File: src/rtl/fsm_seq_pkg.sv
// fsm_seq_pkg: shared types and helpers for the sequence monitor.
// Holds the monitor state enum, bus widths and the next_seq step function.
package fsm_seq_pkg;

    localparam int SEQ_W   = 3;
    localparam int STATE_W = 2;

    typedef enum logic [STATE_W-1:0] {
        HUNT   = 2'd0,
        SYNC   = 2'd1,
        LOCKED = 2'd2,
        ALARM  = 2'd3
    } state_e;

    // Next value of the 2-bit cyclic sequence; 3 wraps to 0.
    function automatic logic [1:0] next_seq(input logic [1:0] prev);
        return prev + 2'd1;
    endfunction

endpackage

File: src/rtl/fsm_seq_monitor_sat_counter.sv
// sat_counter: W-bit up-counter that saturates at all-ones.
// Ports: clk, rst_n (async low), inc (+1), clr (sync clear, wins), count.
module sat_counter #(
    parameter int W = 8
) (
    input  logic         clk,
    input  logic         rst_n,
    input  logic         inc,
    input  logic         clr,
    output logic [W-1:0] count
);

    logic [W-1:0] count_q;
    logic [W-1:0] count_d;

    always_comb begin
        count_d = count_q;
        if (clr) begin
            count_d = '0;
        end else if (inc && (count_q != {W{1'b1}})) begin
            count_d = count_q + 1'b1;
        end
    end

    always_ff @(posedge clk or negedge rst_n) begin
        if (!rst_n) begin
            count_q <= '0;
        end else begin
            count_q <= count_d;
        end
    end

    assign count = count_q;

endmodule

File: src/rtl/fsm_seq_monitor.sv
// fsm_seq_monitor: receive-side checker for the 0-1-2-3 cyclic sequence.
// In: clk, rst_n, seq_in[2:0], seq_valid, alarm_clr.
// Out: locked, alarm, err_pulse, err_cnt[CNT_W-1:0], exp_state[1:0].
module fsm_seq_monitor
    import fsm_seq_pkg::*;
#(
    parameter int LOCK_CNT = 4,
    parameter int ERR_MAX  = 3,
    parameter int CNT_W    = 8
) (
    input  logic             clk,
    input  logic             rst_n,
    input  logic [SEQ_W-1:0] seq_in,
    input  logic             seq_valid,
    input  logic             alarm_clr,
    output logic             locked,
    output logic             alarm,
    output logic             err_pulse,
    output logic [CNT_W-1:0] err_cnt,
    output logic [1:0]       exp_state
);

    localparam int RUN_W  = $clog2(LOCK_CNT + 1);
    localparam int MISS_W = $clog2(ERR_MAX + 1);

    state_e            state_q, state_d;
    logic [1:0]        prev_q, prev_d;
    logic [RUN_W-1:0]  run_q, run_d;
    logic [MISS_W-1:0] miss_q, miss_d;
    logic              err_d;

    logic              locked_q, alarm_q, err_pulse_q;
    logic [1:0]        exp_q, exp_d;

    logic [1:0]        expd;
    logic              illegal;
    logic              match;
    logic [RUN_W-1:0]  run_inc;
    logic [MISS_W-1:0] miss_inc;

    assign expd     = next_seq(prev_q);
    assign illegal  = seq_in[2];
    assign match    = !illegal && (seq_in[1:0] == expd);
    assign run_inc  = run_q + 1'b1;
    assign miss_inc = miss_q + 1'b1;

    always_comb begin
        state_d = state_q;
        prev_d  = prev_q;
        run_d   = run_q;
        miss_d  = miss_q;
        err_d   = 1'b0;
        if (alarm_clr) begin
            state_d = HUNT;
            run_d   = '0;
            miss_d  = '0;
        end else if (seq_valid) begin
            unique case (state_q)
                HUNT: begin
                    if (illegal) begin
                        err_d = 1'b1;
                    end else begin
                        prev_d  = seq_in[1:0];
                        run_d   = '0;
                        state_d = SYNC;
                    end
                end
                SYNC: begin
                    if (illegal) begin
                        err_d   = 1'b1;
                        state_d = HUNT;
                    end else if (match) begin
                        run_d  = run_inc;
                        prev_d = seq_in[1:0];
                        if (run_inc == RUN_W'(LOCK_CNT)) begin
                            state_d = LOCKED;
                            miss_d  = '0;
                        end
                    end else begin
                        run_d  = '0;
                        prev_d = seq_in[1:0];
                    end
                end
                LOCKED: begin
                    if (match) begin
                        miss_d = '0;
                        prev_d = seq_in[1:0];
                    end else begin
                        // Flywheel: keep the expected cadence
                        // running across bad samples.
                        err_d  = 1'b1;
                        miss_d = miss_inc;
                        prev_d = expd;
                        if (miss_inc == MISS_W'(ERR_MAX)) begin
                            state_d = ALARM;
                        end
                    end
                end
                ALARM: begin
                end
                default: begin
                end
            endcase
        end
    end

    always_comb begin
        exp_d = 2'd0;
        if ((state_d == SYNC) || (state_d == LOCKED)) begin
            exp_d = next_seq(prev_d);
        end
    end

    always_ff @(posedge clk or negedge rst_n) begin
        if (!rst_n) begin
            state_q     <= HUNT;
            prev_q      <= 2'd0;
            run_q       <= '0;
            miss_q      <= '0;
            locked_q    <= 1'b0;
            alarm_q     <= 1'b0;
            err_pulse_q <= 1'b0;
            exp_q       <= 2'd0;
        end else begin
            state_q     <= state_d;
            prev_q      <= prev_d;
            run_q       <= run_d;
            miss_q      <= miss_d;
            locked_q    <= (state_d == LOCKED);
            alarm_q     <= (state_d == ALARM);
            err_pulse_q <= err_d;
            exp_q       <= exp_d;
        end
    end

    sat_counter #(
        .W(CNT_W)
    ) u_err_cnt (
        .clk  (clk),
        .rst_n(rst_n),
        .inc  (err_d),
        .clr  (alarm_clr),
        .count(err_cnt)
    );

    assign locked    = locked_q;
    assign alarm     = alarm_q;
    assign err_pulse = err_pulse_q;
    assign exp_state = exp_q;

endmodule
File: config.mk
export PLATFORM = sky130hd
export DESIGN_NAME = fsm_seq_monitor
export DESIGN_NICKNAME = d
export VERILOG_FILES = /design/src/rtl/fsm_seq_pkg.sv /design/src/rtl/fsm_seq_monitor_sat_counter.sv /design/src/rtl/fsm_seq_monitor.sv
export SDC_FILE = /design/constraint.sdc
export NUM_CORES = 1
export LEC_CHECK = 0
export ABC_AREA = 0
export CAP_MARGIN = 20
export CELL_PAD_IN_SITES_DETAIL_PLACEMENT = 1
export CELL_PAD_IN_SITES_GLOBAL_PLACEMENT = 2
export CORE_MARGIN = 2
export CORE_UTILIZATION = 33
export CTS_CLUSTER_SIZE = 12
export DETAILED_ROUTE_END_ITERATION = 6
export GPL_TIMING_DRIVEN = 0
export HOLD_SLACK_MARGIN = 0.06
export PLACE_DENSITY = 0.9
export SETUP_SLACK_MARGIN = 0.2
export SYNTH_ARGS = -nofsm -noshare
export SYNTH_HDL_FRONTEND = slang
export SYNTH_HIERARCHICAL = 1
export SYNTH_SLANG_ARGS = --single-unit
export TNS_END_PERCENT = 20
File: constraint.sdc
create_clock -name clk -period 2.85 [get_ports clk]
set_clock_uncertainty 0.1 [all_clocks]
set_input_delay 0.57 -clock clk [delete_from_list [all_inputs] [get_ports clk]]
set_output_delay 0.57 -clock clk [all_outputs]
set_load 0.02 [all_outputs]
==> implementation parameters <==
Parameter                              Value

Outcome
  Run status    complete, no violations

Clocking
  Number of sinks driven by the clock tree    22
  Number of levels the H-tree was split into    1
  Root Buffer    sky130_fd_sc_hd__clkbuf_8
  Deepest clock path buffer count    2
  Clock insertion delay at the later pin of the skew report    0.27 ns
  TritonCTS clock tree    built
  Number of hold buffers added after cts    0
  Clock transition at the register clock pins on the worst setup and hold paths after CTS    0.08 ns
  Total clock buffers created by CTS    3

Route
  Top routing layer in use    met4
  Detail-routed via count per cell    5.23
  Count of vias placed by the detailed router    1072
  Average wire per standard cell    14.8 µm
  Metal2 WL    1.51 mm
  Post-detailed-route count of antenna-violating nets    0
  DR WL met3    53 µm
  DRC violation count after routing    0
  Total routed wire length on the met1 layer    1.41 mm
  Wire length after detailed routing    3.03 mm
  1st-pass router iterations    4
  Initial DRC count    19

Cells and area
  Share of the core filled with cells in the final layout    44.7%
  Final antenna diode count    0
  Final cell count without fillers    205
  Share of layout cells above drive strength 1    16.6%
  Number of inserted filler cells in the final layout    428
  Sequential cell area    551 µm²
  Final-stage net count    171
  Synthesis-to-finish area growth    28.5%
  Total area of multi-input combinational cells    696 µm²
  Final Instance Area    0.00165 mm²

Floorplan
  Die X-Extent    66.4 µm
  Core area    approximately 0.0037 mm²
  Number of ports placed on the die boundary    20
  Height of the die    66.4 µm
  Starting density of the core    34.8%
  Number of standard-cell rows in the floorplan    22
  Area enclosed by the die boundary    about 0.0044 mm²

Timing
  Final critical-path share of the clock period    89.3%
  Hold slack final    between 0.4 and 0.5 ns
  Final Hold Vio Count    0
  Unrepaired setup endpoints after global routing    true
  Final setup vio count    0
  Crit path time final    ~2.5 ns
  Pin slew with the least headroom to its limit    0.547 ns
  Relative slew slack    around 63%
  Crit path setup slack, layout    0.305 ns
  Total Negative Setup Slacks    0 ns
  Highest clock frequency the design can meet    0.393 GHz
  Max-slew violation count    0

Synthesis
  Top cell type's share of synthesized area    42.9%
  Top cells by instance count after synthesis    sky130_fd_sc_hd__dfrtp_1, sky130_fd_sc_hd__nor2_1, sky130_fd_sc_hd__a21oi_1, sky130_fd_sc_hd__nand2_1
  Post-synthesis mux area share    5.07%
  Main combinational cell family by area after synthesis    simple AND/OR/NAND/NOR gates
  Cell with the most instances after synthesis    sky130_fd_sc_hd__dfrtp_1
  Syn_area_per_cell    9.80 µm²
  Total nets after synthesis    144
  Area fraction in compound gates after synthesis    15.9%
  Simple-gate share of the synthesized area    around 25%
  EDFF count, synth    0
  Top cells by area in the synthesized netlist    sky130_fd_sc_hd__dfrtp_1, sky130_fd_sc_hd__ha_1, sky130_fd_sc_hd__a21oi_1, sky130_fd_sc_hd__mux2_2, sky130_fd_sc_hd__nor2_1
  Sequential area share after synthesis    a little over two fifths
  Cell area after synthesis    0.00128 mm²
  XOR/XNOR Fraction of Synth Area    1.95%
  Warning count from the yosys run    6
  Unique cell type count in the Yosys netlist    45
  Synthesized flop and latch total    22
  Gate count of the mapped netlist    131
  Fraction of registers with async set/reset    between 90% and 100%
  Dominant register cell in the synthesized netlist    sky130_fd_sc_hd__dfrtp_1
  Post-Synth Adder-Cell Area    5.85%
  Post-synth top area cell    sky130_fd_sc_hd__dfrtp_1

Placement
  Final weighted congestion in routability-driven placement    between 0.7 and 0.8
  Setup Slack @ Placement    -0.116 ns
  Instance count after placement with tap cells included    197
  HPWL reported at the end of detailed placement    about 2.3 mm
  Count of input and output buffers    18
  Placed cell areas    0.00152 mm²

Power and ir drop
  Total design power    0.723 mW
  Peak supply drop    ~0.00019 V
  Power density normalized to cell area    438 mW/mm²
  LEAKAGE    0.718 nW

Global route
  Overflow left after global routing    0
  First-pass GRT wire length    5.28 mm
  Initial antenna violation count    0
  Largest net degree at the start of global routing    23
  Via count of the first global-routing pass    1143
  All-layer global routing usage    15.7%

Critical path
  WS Path Type    in -> reg
  Data arrival time of the critical path    2.65 ns
  Launching element type of the critical path    primary input
  Top fanout value on the critical path    3
  Kind of capture point of the worst setup path    flip-flop
  Critical path data required time    2.95 ns

Worst hold path
  Class of the most critical hold timing path    reg -> reg

Job
  Number of max-cap violations    0
worst paths after layout:
check,startpoint,end,slack (ns),cells after the start
setup / recovery,seq_in[1],exp_state[1]$_DFF_PN0_,0.30,9
max in group asynchronous,rst_n,state_q[1]$_DFF_PN0_,1.63,2
hold / removal,run_q[2]$_DFFE_PN0P_,run_q[2]$_DFFE_PN0P_,0.42,2
setup reg to reg,prev_q[1]$_DFF_PN0_,exp_state[1]$_DFF_PN0_,0.65,8
min in group asynchronous,rst_n,run_q[0]$_DFFE_PN0P_,0.55,1
hold reg to reg,run_q[2]$_DFFE_PN0P_,run_q[2]$_DFFE_PN0P_,0.42,2
repair_timing:
action	4_1_cts	5_1_grt
endpoints found under the hold margin	0	0
endpoints found under the setup margin	1	2
gates resized for setup	1	4
setup buffers	1	2
pin swaps	1	2
flip-flops by register name, summed over array words and instances, names as in the netlist:
name / count
alarm: 1
locked: 1
miss_q: 2
exp_state: 2
state_q: 2
err_pulse: 1
u_err_cnt/count: 8
run_q: 3
prev_q: 2
report_power, final:
group          internal (mW)  total (mW)  switching, mW
Sequential             0.320       0.328        0.00890
Clock                  0.188       0.295          0.108
Combinational         0.0473      0.0989         0.0517
Total                  0.555       0.723          0.168
layer usage:
metal | GRT usage, % | vias up
met5 | 0 | -
met4 | 6.89 | 0
met3 | 2.04 | 5
met2 | 27.8 | 13
met1 | 18.9 | 522
li1 | - | 532
area by class of cell:
cell class | instances | share of cell area, %
Clock buffer | 3 | 2.50
Tap cell | 48 | 3.64
Timing Repair Buffer | 22 | 13.2
Multi-Input combinational cell | 98 | 42.2
Inverter | 6 | 1.37
Buffer | 5 | 1.90
Sequential cell | 22 | 33.4
Clock inverter | 1 | 1.82
worst max-delay path: stages:
cell,delay (ns)
sky130_fd_sc_hd__clkdlybuf4s50_1,0.53
sky130_fd_sc_hd__xnor2_2,0.14
sky130_fd_sc_hd__buf_4,0.14
sky130_fd_sc_hd__mux2i_1,0.30
sky130_fd_sc_hd__and4_4,0.29
sky130_fd_sc_hd__a31oi_1,0.09
sky130_fd_sc_hd__nor2_1,0.19
sky130_fd_sc_hd__ha_1,0.29
sky130_fd_sc_hd__nor2_1,0.11
kinds of logic (layout without fill, tap and decap cells):
group / Yosys count / after routing
AOI/OAI and AO/OA: 29 / 29
xor gates and xnor gates: 2 / 2
adders and majority gates: 6 / 6
buffers and inverters: 11 / 37
DFF: 22 / 22
muxes: 6 / 6
and+or+nand+nor: 55 / 55
cell usage in the layout (no fill, tap or decap), types with 2 or more instances in the layout:
master | Yosys | final
sky130_fd_sc_hd__nor4_1 | 2 | 2
sky130_fd_sc_hd__nor2_1 | 10 | 10
sky130_fd_sc_hd__dfrtp_1 | 22 | 22
sky130_fd_sc_hd__nand2_1 | 9 | 9
sky130_fd_sc_hd__nor2b_1 | 6 | 6
sky130_fd_sc_hd__nand3b_1 | 2 | 2
sky130_fd_sc_hd__clkdlybuf4s50_1 | 0 | 18
sky130_fd_sc_hd__a22o_1 | 2 | 2
sky130_fd_sc_hd__buf_4 | 1 | 5
sky130_fd_sc_hd__a21oi_1 | 9 | 9
sky130_fd_sc_hd__nor3_1 | 4 | 4
sky130_fd_sc_hd__ha_1 | 6 | 6
sky130_fd_sc_hd__nand2b_1 | 5 | 5
sky130_fd_sc_hd__a211o_1 | 2 | 2
sky130_fd_sc_hd__clkbuf_8 | 0 | 3
sky130_fd_sc_hd__or3_1 | 2 | 2
sky130_fd_sc_hd__nand3_2 | 1 | 2
sky130_fd_sc_hd__mux2i_1 | 2 | 2
sky130_fd_sc_hd__a31oi_1 | 2 | 2
sky130_fd_sc_hd__mux2_2 | 4 | 4
sky130_fd_sc_hd__inv_1 | 6 | 6
sky130_fd_sc_hd__nand3_1 | 4 | 3
sky130_fd_sc_hd__o21ai_0 | 4 | 4
(Power assumes the default switching activity.)
